$ cat config.mk
export PLATFORM = sky130hd
export DESIGN_NAME = dot_product_sequencer
export DESIGN_NICKNAME = d
export VERILOG_FILES = /design/src/rtl/dotseq_pkg.sv /design/src/rtl/dotseq_perf.sv /design/src/rtl/dot_product_sequencer.sv
export SDC_FILE = /design/constraint.sdc
export NUM_CORES = 1
export LEC_CHECK = 0
export ABC_AREA = 0
export CORE_MARGIN = 1.5
export CORE_UTILIZATION = 47
export CTS_CLUSTER_DIAMETER = 60
export DETAILED_ROUTE_END_ITERATION = 8
export PLACE_DENSITY_LB_ADDON = 0.1
export SLEW_MARGIN = 15
export SYNTH_ARGS = -nofsm -noshare
export SYNTH_HDL_FRONTEND = slang
export SYNTH_HIERARCHICAL = 1
export SYNTH_SLANG_ARGS = --single-unit
$ cat constraint.sdc
create_clock -name clk -period 7.7 [get_ports clk]
set_input_delay 1.54 -clock clk [delete_from_list [all_inputs] [get_ports clk]]
set_output_delay 1.54 -clock clk [all_outputs]
set_load 0.005 [all_outputs]
$ cat src/rtl/dotseq_pkg.sv
// ============================================================================
// Module      : dotseq_pkg
// Description : Shared state encoding, default widths and credit sizing for
//               the dot-product sequencer.
// Revision    : 1.0
// ============================================================================
`default_nettype none

package dotseq_pkg;

  localparam int c_DATA_WIDTH      = 32;
  localparam int c_ADDR_WIDTH      = 5;
  localparam int c_RESULT_WIDTH    = 16;
  localparam int c_MAX_OUTSTANDING = 8;
  localparam int c_PERF_WIDTH      = 32;

  typedef enum logic [1:0] {
    ST_IDLE  = 2'd0,
    ST_RUN   = 2'd1,
    ST_DRAIN = 2'd2,
    ST_DONE  = 2'd3
  } dotseq_state_t;

  // One extra bit so the counter can hold MAX_OUTSTANDING itself.
  function automatic int dotseq_credit_width(input int max_outstanding);
    return $clog2(max_outstanding) + 1;
  endfunction

  localparam int c_CREDIT_WIDTH = dotseq_credit_width(c_MAX_OUTSTANDING);

endpackage

`default_nettype wire

$ cat src/rtl/dotseq_perf.sv
// ============================================================================
// Module      : dotseq_perf
// Description : Saturating job-cycle and blocked-issue counters, cleared when
//               a job is accepted and held until the next acceptance.
// Revision    : 1.0
// ============================================================================
`default_nettype none

module dotseq_perf
  import dotseq_pkg::*;
(
  input  logic                    clk,
  input  logic                    rst_n,
  input  logic                    i_clear,
  input  logic                    i_cycle_en,
  input  logic                    i_stall,
  output logic [c_PERF_WIDTH-1:0] o_cycles,
  output logic [c_PERF_WIDTH-1:0] o_stalls
);

  logic [c_PERF_WIDTH-1:0] r_cycles;
  logic [c_PERF_WIDTH-1:0] r_stalls;

  always_ff @(posedge clk or negedge rst_n) begin
    if (!rst_n) begin
      r_cycles <= '0;
      r_stalls <= '0;
    end else begin
      // The accepting cycle itself is the first counted cycle of the job.
      if (i_clear) begin
        r_cycles <= c_PERF_WIDTH'(1);
        r_stalls <= '0;
      end else begin
        if (i_cycle_en && (r_cycles != '1)) r_cycles <= r_cycles + 1'b1;
        if (i_stall && (r_stalls != '1))    r_stalls <= r_stalls + 1'b1;
      end
    end
  end

  assign o_cycles = r_cycles;
  assign o_stalls = r_stalls;

endmodule

`default_nettype wire

$ cat src/rtl/dot_product_sequencer.sv
// ============================================================================
// Module      : dot_product_sequencer
// Description : Issues operand reads into a credit-limited pipeline and
//               retires results into mem3; optional DOTSEQ_PERF_EN counters.
// Revision    : 1.0
// ============================================================================
`default_nettype none

module dot_product_sequencer
  import dotseq_pkg::*;
#(
  parameter int DATA_WIDTH      = c_DATA_WIDTH,
  parameter int ADDR_WIDTH      = c_ADDR_WIDTH,
  parameter int RESULT_WIDTH    = c_RESULT_WIDTH,
  parameter int MAX_OUTSTANDING = c_MAX_OUTSTANDING
) (
  input  logic                    clk,
  input  logic                    rst_n,
  input  logic                    start,
  input  logic [ADDR_WIDTH-1:0]   src_base,
  input  logic [ADDR_WIDTH-1:0]   dst_base,
  input  logic [ADDR_WIDTH:0]     vec_count,
  output logic                    rd_en,
  output logic [ADDR_WIDTH-1:0]   rd_addr,
  output logic                    op_push,
  input  logic                    op_full_a,
  input  logic                    op_full_b,
  input  logic                    res_valid,
  input  logic [RESULT_WIDTH-1:0] res_data,
  output logic                    res_pop,
  output logic                    wr_en,
  output logic [ADDR_WIDTH-1:0]   wr_addr,
  output logic [DATA_WIDTH-1:0]   wr_data,
  output logic                    busy,
  output logic                    done,
  output logic [31:0]             perf_cycles,
  output logic [31:0]             perf_stalls
);

  localparam int                    c_CREDIT_W   = dotseq_credit_width(MAX_OUTSTANDING);
  localparam logic [c_CREDIT_W-1:0] c_CREDIT_MAX = c_CREDIT_W'(MAX_OUTSTANDING);

  dotseq_state_t           r_state;
  logic [ADDR_WIDTH-1:0]   r_src;
  logic [ADDR_WIDTH-1:0]   r_dst;
  logic [ADDR_WIDTH:0]     r_cnt;
  logic [ADDR_WIDTH:0]     r_issued;
  logic [ADDR_WIDTH:0]     r_retired;
  logic [c_CREDIT_W-1:0]   r_credit;
  logic                    r_op_push;
  logic                    r_wr_en;
  logic [ADDR_WIDTH-1:0]   r_wr_addr;
  logic [DATA_WIDTH-1:0]   r_wr_data;

  logic w_active;
  logic w_issue;
  logic w_pop;

  assign w_active = (r_state == ST_RUN) || (r_state == ST_DRAIN);
  assign w_issue  = (r_state == ST_RUN) && (r_issued < r_cnt) && !op_full_a && !op_full_b
                    && (r_credit < c_CREDIT_MAX);
  assign w_pop    = w_active && res_valid && (r_retired < r_cnt);

  always_ff @(posedge clk or negedge rst_n) begin
    if (!rst_n) begin
      r_state   <= ST_IDLE;
      r_src     <= '0;
      r_dst     <= '0;
      r_cnt     <= '0;
      r_issued  <= '0;
      r_retired <= '0;
      r_credit  <= '0;
      r_op_push <= 1'b0;
      r_wr_en   <= 1'b0;
      r_wr_addr <= '0;
      r_wr_data <= '0;
    end else begin
      r_op_push <= w_issue;
      r_wr_en   <= w_pop;

      if (w_issue) r_issued <= r_issued + 1'b1;

      if (w_pop) begin
        r_wr_addr <= r_dst + r_retired[ADDR_WIDTH-1:0];
        r_wr_data <= DATA_WIDTH'(res_data);
        r_retired <= r_retired + 1'b1;
      end

      case ({w_issue, w_pop})
        2'b10:   r_credit <= r_credit + 1'b1;
        2'b01:   r_credit <= r_credit - 1'b1;
        default: r_credit <= r_credit;
      endcase

      case (r_state)
        ST_IDLE: begin
          if (start) begin
            r_src     <= src_base;
            r_dst     <= dst_base;
            r_cnt     <= vec_count;
            r_issued  <= '0;
            r_retired <= '0;
            r_credit  <= '0;
            r_state   <= (vec_count == '0) ? ST_DONE : ST_RUN;
          end
        end
        ST_RUN: begin
          if (r_issued == r_cnt) r_state <= ST_DRAIN;
        end
        ST_DRAIN: begin
          // retired reaches the count in the same cycle the last write is presented.
          if (r_retired == r_cnt) r_state <= ST_DONE;
        end
        ST_DONE: begin
          r_state <= ST_IDLE;
        end
        default: r_state <= ST_IDLE;
      endcase
    end
  end

  assign rd_en   = w_issue;
  assign rd_addr = r_src + r_issued[ADDR_WIDTH-1:0];
  assign op_push = r_op_push;
  assign res_pop = w_pop;
  assign wr_en   = r_wr_en;
  assign wr_addr = r_wr_addr;
  assign wr_data = r_wr_data;
  assign busy    = w_active;
  assign done    = (r_state == ST_DONE);

`ifdef DOTSEQ_PERF_EN
  logic w_accept;
  logic w_stall;

  assign w_accept = (r_state == ST_IDLE) && start;
  assign w_stall  = (r_state == ST_RUN) && (r_issued < r_cnt) && !w_issue;

  dotseq_perf u_perf (
    .clk        (clk),
    .rst_n      (rst_n),
    .i_clear    (w_accept),
    .i_cycle_en (r_state != ST_IDLE),
    .i_stall    (w_stall),
    .o_cycles   (perf_cycles),
    .o_stalls   (perf_stalls)
  );
`else
  assign perf_cycles = '0;
  assign perf_stalls = '0;
`endif

endmodule

`default_nettype wire

==> results.md <==
- Critical Path Start Type: input port
- Number of synthesized flops with an enable pin: 0
- Synth top area share: between 30% and 40%
- GRT Total Usage: 16.9%
- DRT iter0 DRCs: 76
- Synth Flop Type: dfrtp_1
- Fmax: 0.200 GHz
- Placer Congestion: 0.784
- Slew headroom: 52.1%
- Crit-path leading delay family: buffers and inverters
- Total CTS buffers: 9
- Final count of negative-setup-slack endpoints: 0
- Min Tclk post-route: 4.99 ns
- Hold_ws: 0.488 ns
- Total grt overflow: 0
- Max Root-Sink Buffers: 2
- # port buffers: 69
- PwrDens: 364 nW/um^2
- Vias in the first global route: about 2400
- TritonCTS clock tree: built
- Area grow syn2layout: 19.0%
- First-pass GRT wire length: 11100 microns
- Clock Sinks: 57
- Nets: 519
- Post-cts sizing count: 0
- Maximum fanout count along the critical path: 7
- Row cnt: 31
- Syn Inst Count: 376
- Routed wire length: roughly 6600 microns
- I/O pin cnt: 150
- Routed Antenna Nets: 0
- Syn Std Cell Area: 3620 sq um
- Fillers: 681
- Ys Warns: 6
- Most frequent cell after synthesis: buf_4
- Ratio of cells with drive above 1 in the final layout: roughly 8.6%
- Initial core utilization: between 40 and 50%
- Placed standard-cell area: 4110 sq um
- CP Capture Type: output port
- Initial antenna violation count: 0
- Htree depth: 3
- Mapped Avg Cell Area: 9.63 sq um
- Post-CTS Setup Repair Bufs: 0
- Largest net degree at the start of global routing: 58
- Worst-path clk slew: approximately 0.070 ns
- Total of max-cap violations: 0
- Ant diodes: 0
- Worst vdd ir: 194 uV
- Status: finished, final reports clean
- CORE AREA: about 7400 sq um
- Synth area leader: dfrtp_1
- Worst Hold Class: reg -> reg
- Final instance area: 4310 sq um
- Worst EP arrival: 3.45 ns
- Die ar.: between 8000 and 9000 sq um
- Ys async rst share: between 90% and 100%
- Clock Skews: 0.0102 ns
- RSZ-0062 raised after global routing: false
- Hold Vio Cnt, Final: 0
- Setup CP Type: in -> out
- Hold buffers post-CTS: 0
- DR pass1 iterations: 4
- Routed via count: 2522
- Crit-path cells: clkdlybuf4s50_1, nor4b_1, nand2_1, nor3_2, clkdlybuf4s50_1
- Sequential element share of the synthesized area: 39.4%
- Synth top cells by count: buf_4 (80), dfrtp_1 (57), nand2_1 (50)
- Non-Filler Instances: 553
- R2R setup slack: 4.55 ns
- CP required: 6.16 ns
- Slew Limit Fails: 0
- Worst path slowest cell: clkdlybuf4s50_1
- Die X: about 90 microns
- Max incr delay on CP: roughly 0.6 ns
- Final period util: 64.9%
- Crit-path most repeated cell: clkdlybuf4s50_1
- Worst Setup Slack, final: roughly 2.7 ns
- Place WS: 2.66 ns
- Placed Instances: 537
- Root buffer selected by CTS: clkbuf_8
- Post-synthesis cell type count: 39
- Die H: around 91 microns
- Worst Tran Pin Value: about 0.72 ns
- TNS Setup: 0 ns
- Synth area leaders: dfrtp_1 (39%), buf_4 (17%), ha_1 (10%), mux2_2 (5.3%), nand2_1 (5.2%)
- Via density per instance: 4.56
- Synthesized flop and latch total: 57
- Later-pin clock latency in the skew report: around 0.34 ns
- DRC: 0
- Detailed placer's ending HPWL: 5010 microns
- CP Buf/Inv Count: 2
- Leak: between 2 and 2.5 nW
- Routed wire per std cell: around 12 microns
-- stage by stage --
| stage | total power [mW] | util [%] |
|---|---|---|
| finish | 1.57 | 58.5 |
| global route | 1.71 | 58.5 |
| CTS | 1.60 | 58.5 |
| detailed placement | 1.31 | 55.8 |
| global placement | 1.29 | 55.8 |
| floorplan | 1.01 | - |
-- cells by family after synthesis --
logic type | Yosys count | share of synthesized area (%)
AO/OA/AOI/OAI | 45 | 6.98
XOR/XNOR | 17 | 4.11
adder cells (fa/ha/maj) | 32 | 11.5
buffers and inverters | 111 | 19.9
flip-flops | 57 | 39.4
multiplexers | 20 | 6.11
other | 1 | 0.104
AND/OR/NAND/NOR | 93 | 12.0
-- tightest hold or removal path, delay by kind of cell (launching register included) --
family           cells  cell delay, ns
flip-flops           1            0.35
AND/OR/NAND/NOR      2            0.11
-- worst paths after layout --
check                               to  startpoint  cells past startpoint
min reg2reg                   r_dst[3]    r_dst[3]                      2
max                              rd_en   op_full_a                      5
min                           r_dst[3]    r_dst[3]                      2
max reg2reg                r_credit[2]  r_state[1]                     13
max in group asynchronous   r_state[0]       rst_n                      2
min in group asynchronous   wr_data[1]       rst_n                      2
-- state kept, by name, indices dropped and copies added (netlist names) --
register and flops:
op_push 1, r_cnt 6, r_credit 4, r_dst 5, r_issued 6, r_retired 6
r_src 5, r_state 2, wr_addr 5, wr_data 16, wr_en 1
-- area by class of cell --
cell class                 count  area (sq um)  area share, %
sequential                    57          1430           33.1
clock inverter                 6          67.6           1.57
inverter                      22          82.6           1.92
timing repair buffer          72           708           16.4
clock buffer                  10           128           2.96
multi-input combinational    287          1770           41.1
tap                           99           124           2.87
-- per-layer routing --
metal  track usage [%]  vias to the layer above  wire length, microns
met4              3.65                        0                    38
met3              7.24                        6                   485
li1                  -                     1222                     -
met5                 0                        -                     0
met2              28.8                       93                  3240
met1              19.7                     1201                  2850
-- where the power goes --
group | total [mW] | leakage, nW | internal (mW) | switching (mW)
Sequential | 0.516 | 0.713 | 0.429 | 0.0868
Combinational | 0.777 | 1.31 | 0.420 | 0.357
Clock | 0.277 | 0.0929 | 0.150 | 0.126
-- placed cells by master (no fill, tap or decap), drive strengths merged, types with 2 or more instances in the layout --
| cell | n |
|---|---|
| nor2 | 12 |
| a21oi | 17 |
| nor3 | 4 |
| o21ai | 18 |
| nand2 | 50 |
| nand3 | 4 |
| clkbuf | 10 |
| mux2 | 17 |
| nor2b | 2 |
| dfrtp | 57 |
| inv | 23 |
| and2 | 2 |
| xor2 | 6 |
| buf | 4 |
| clkinv | 2 |
| clkinvlp | 2 |
| nand2b | 3 |
| a21o | 4 |
| ha | 30 |
| nor4 | 3 |
| nand4 | 4 |
| fa | 2 |
| or3 | 4 |
| conb | 80 |
| clkdlybuf4s50 | 68 |
| mux2i | 3 |
| xnor2 | 11 |
No activity file was read; power rests on OpenSTA's default activity.
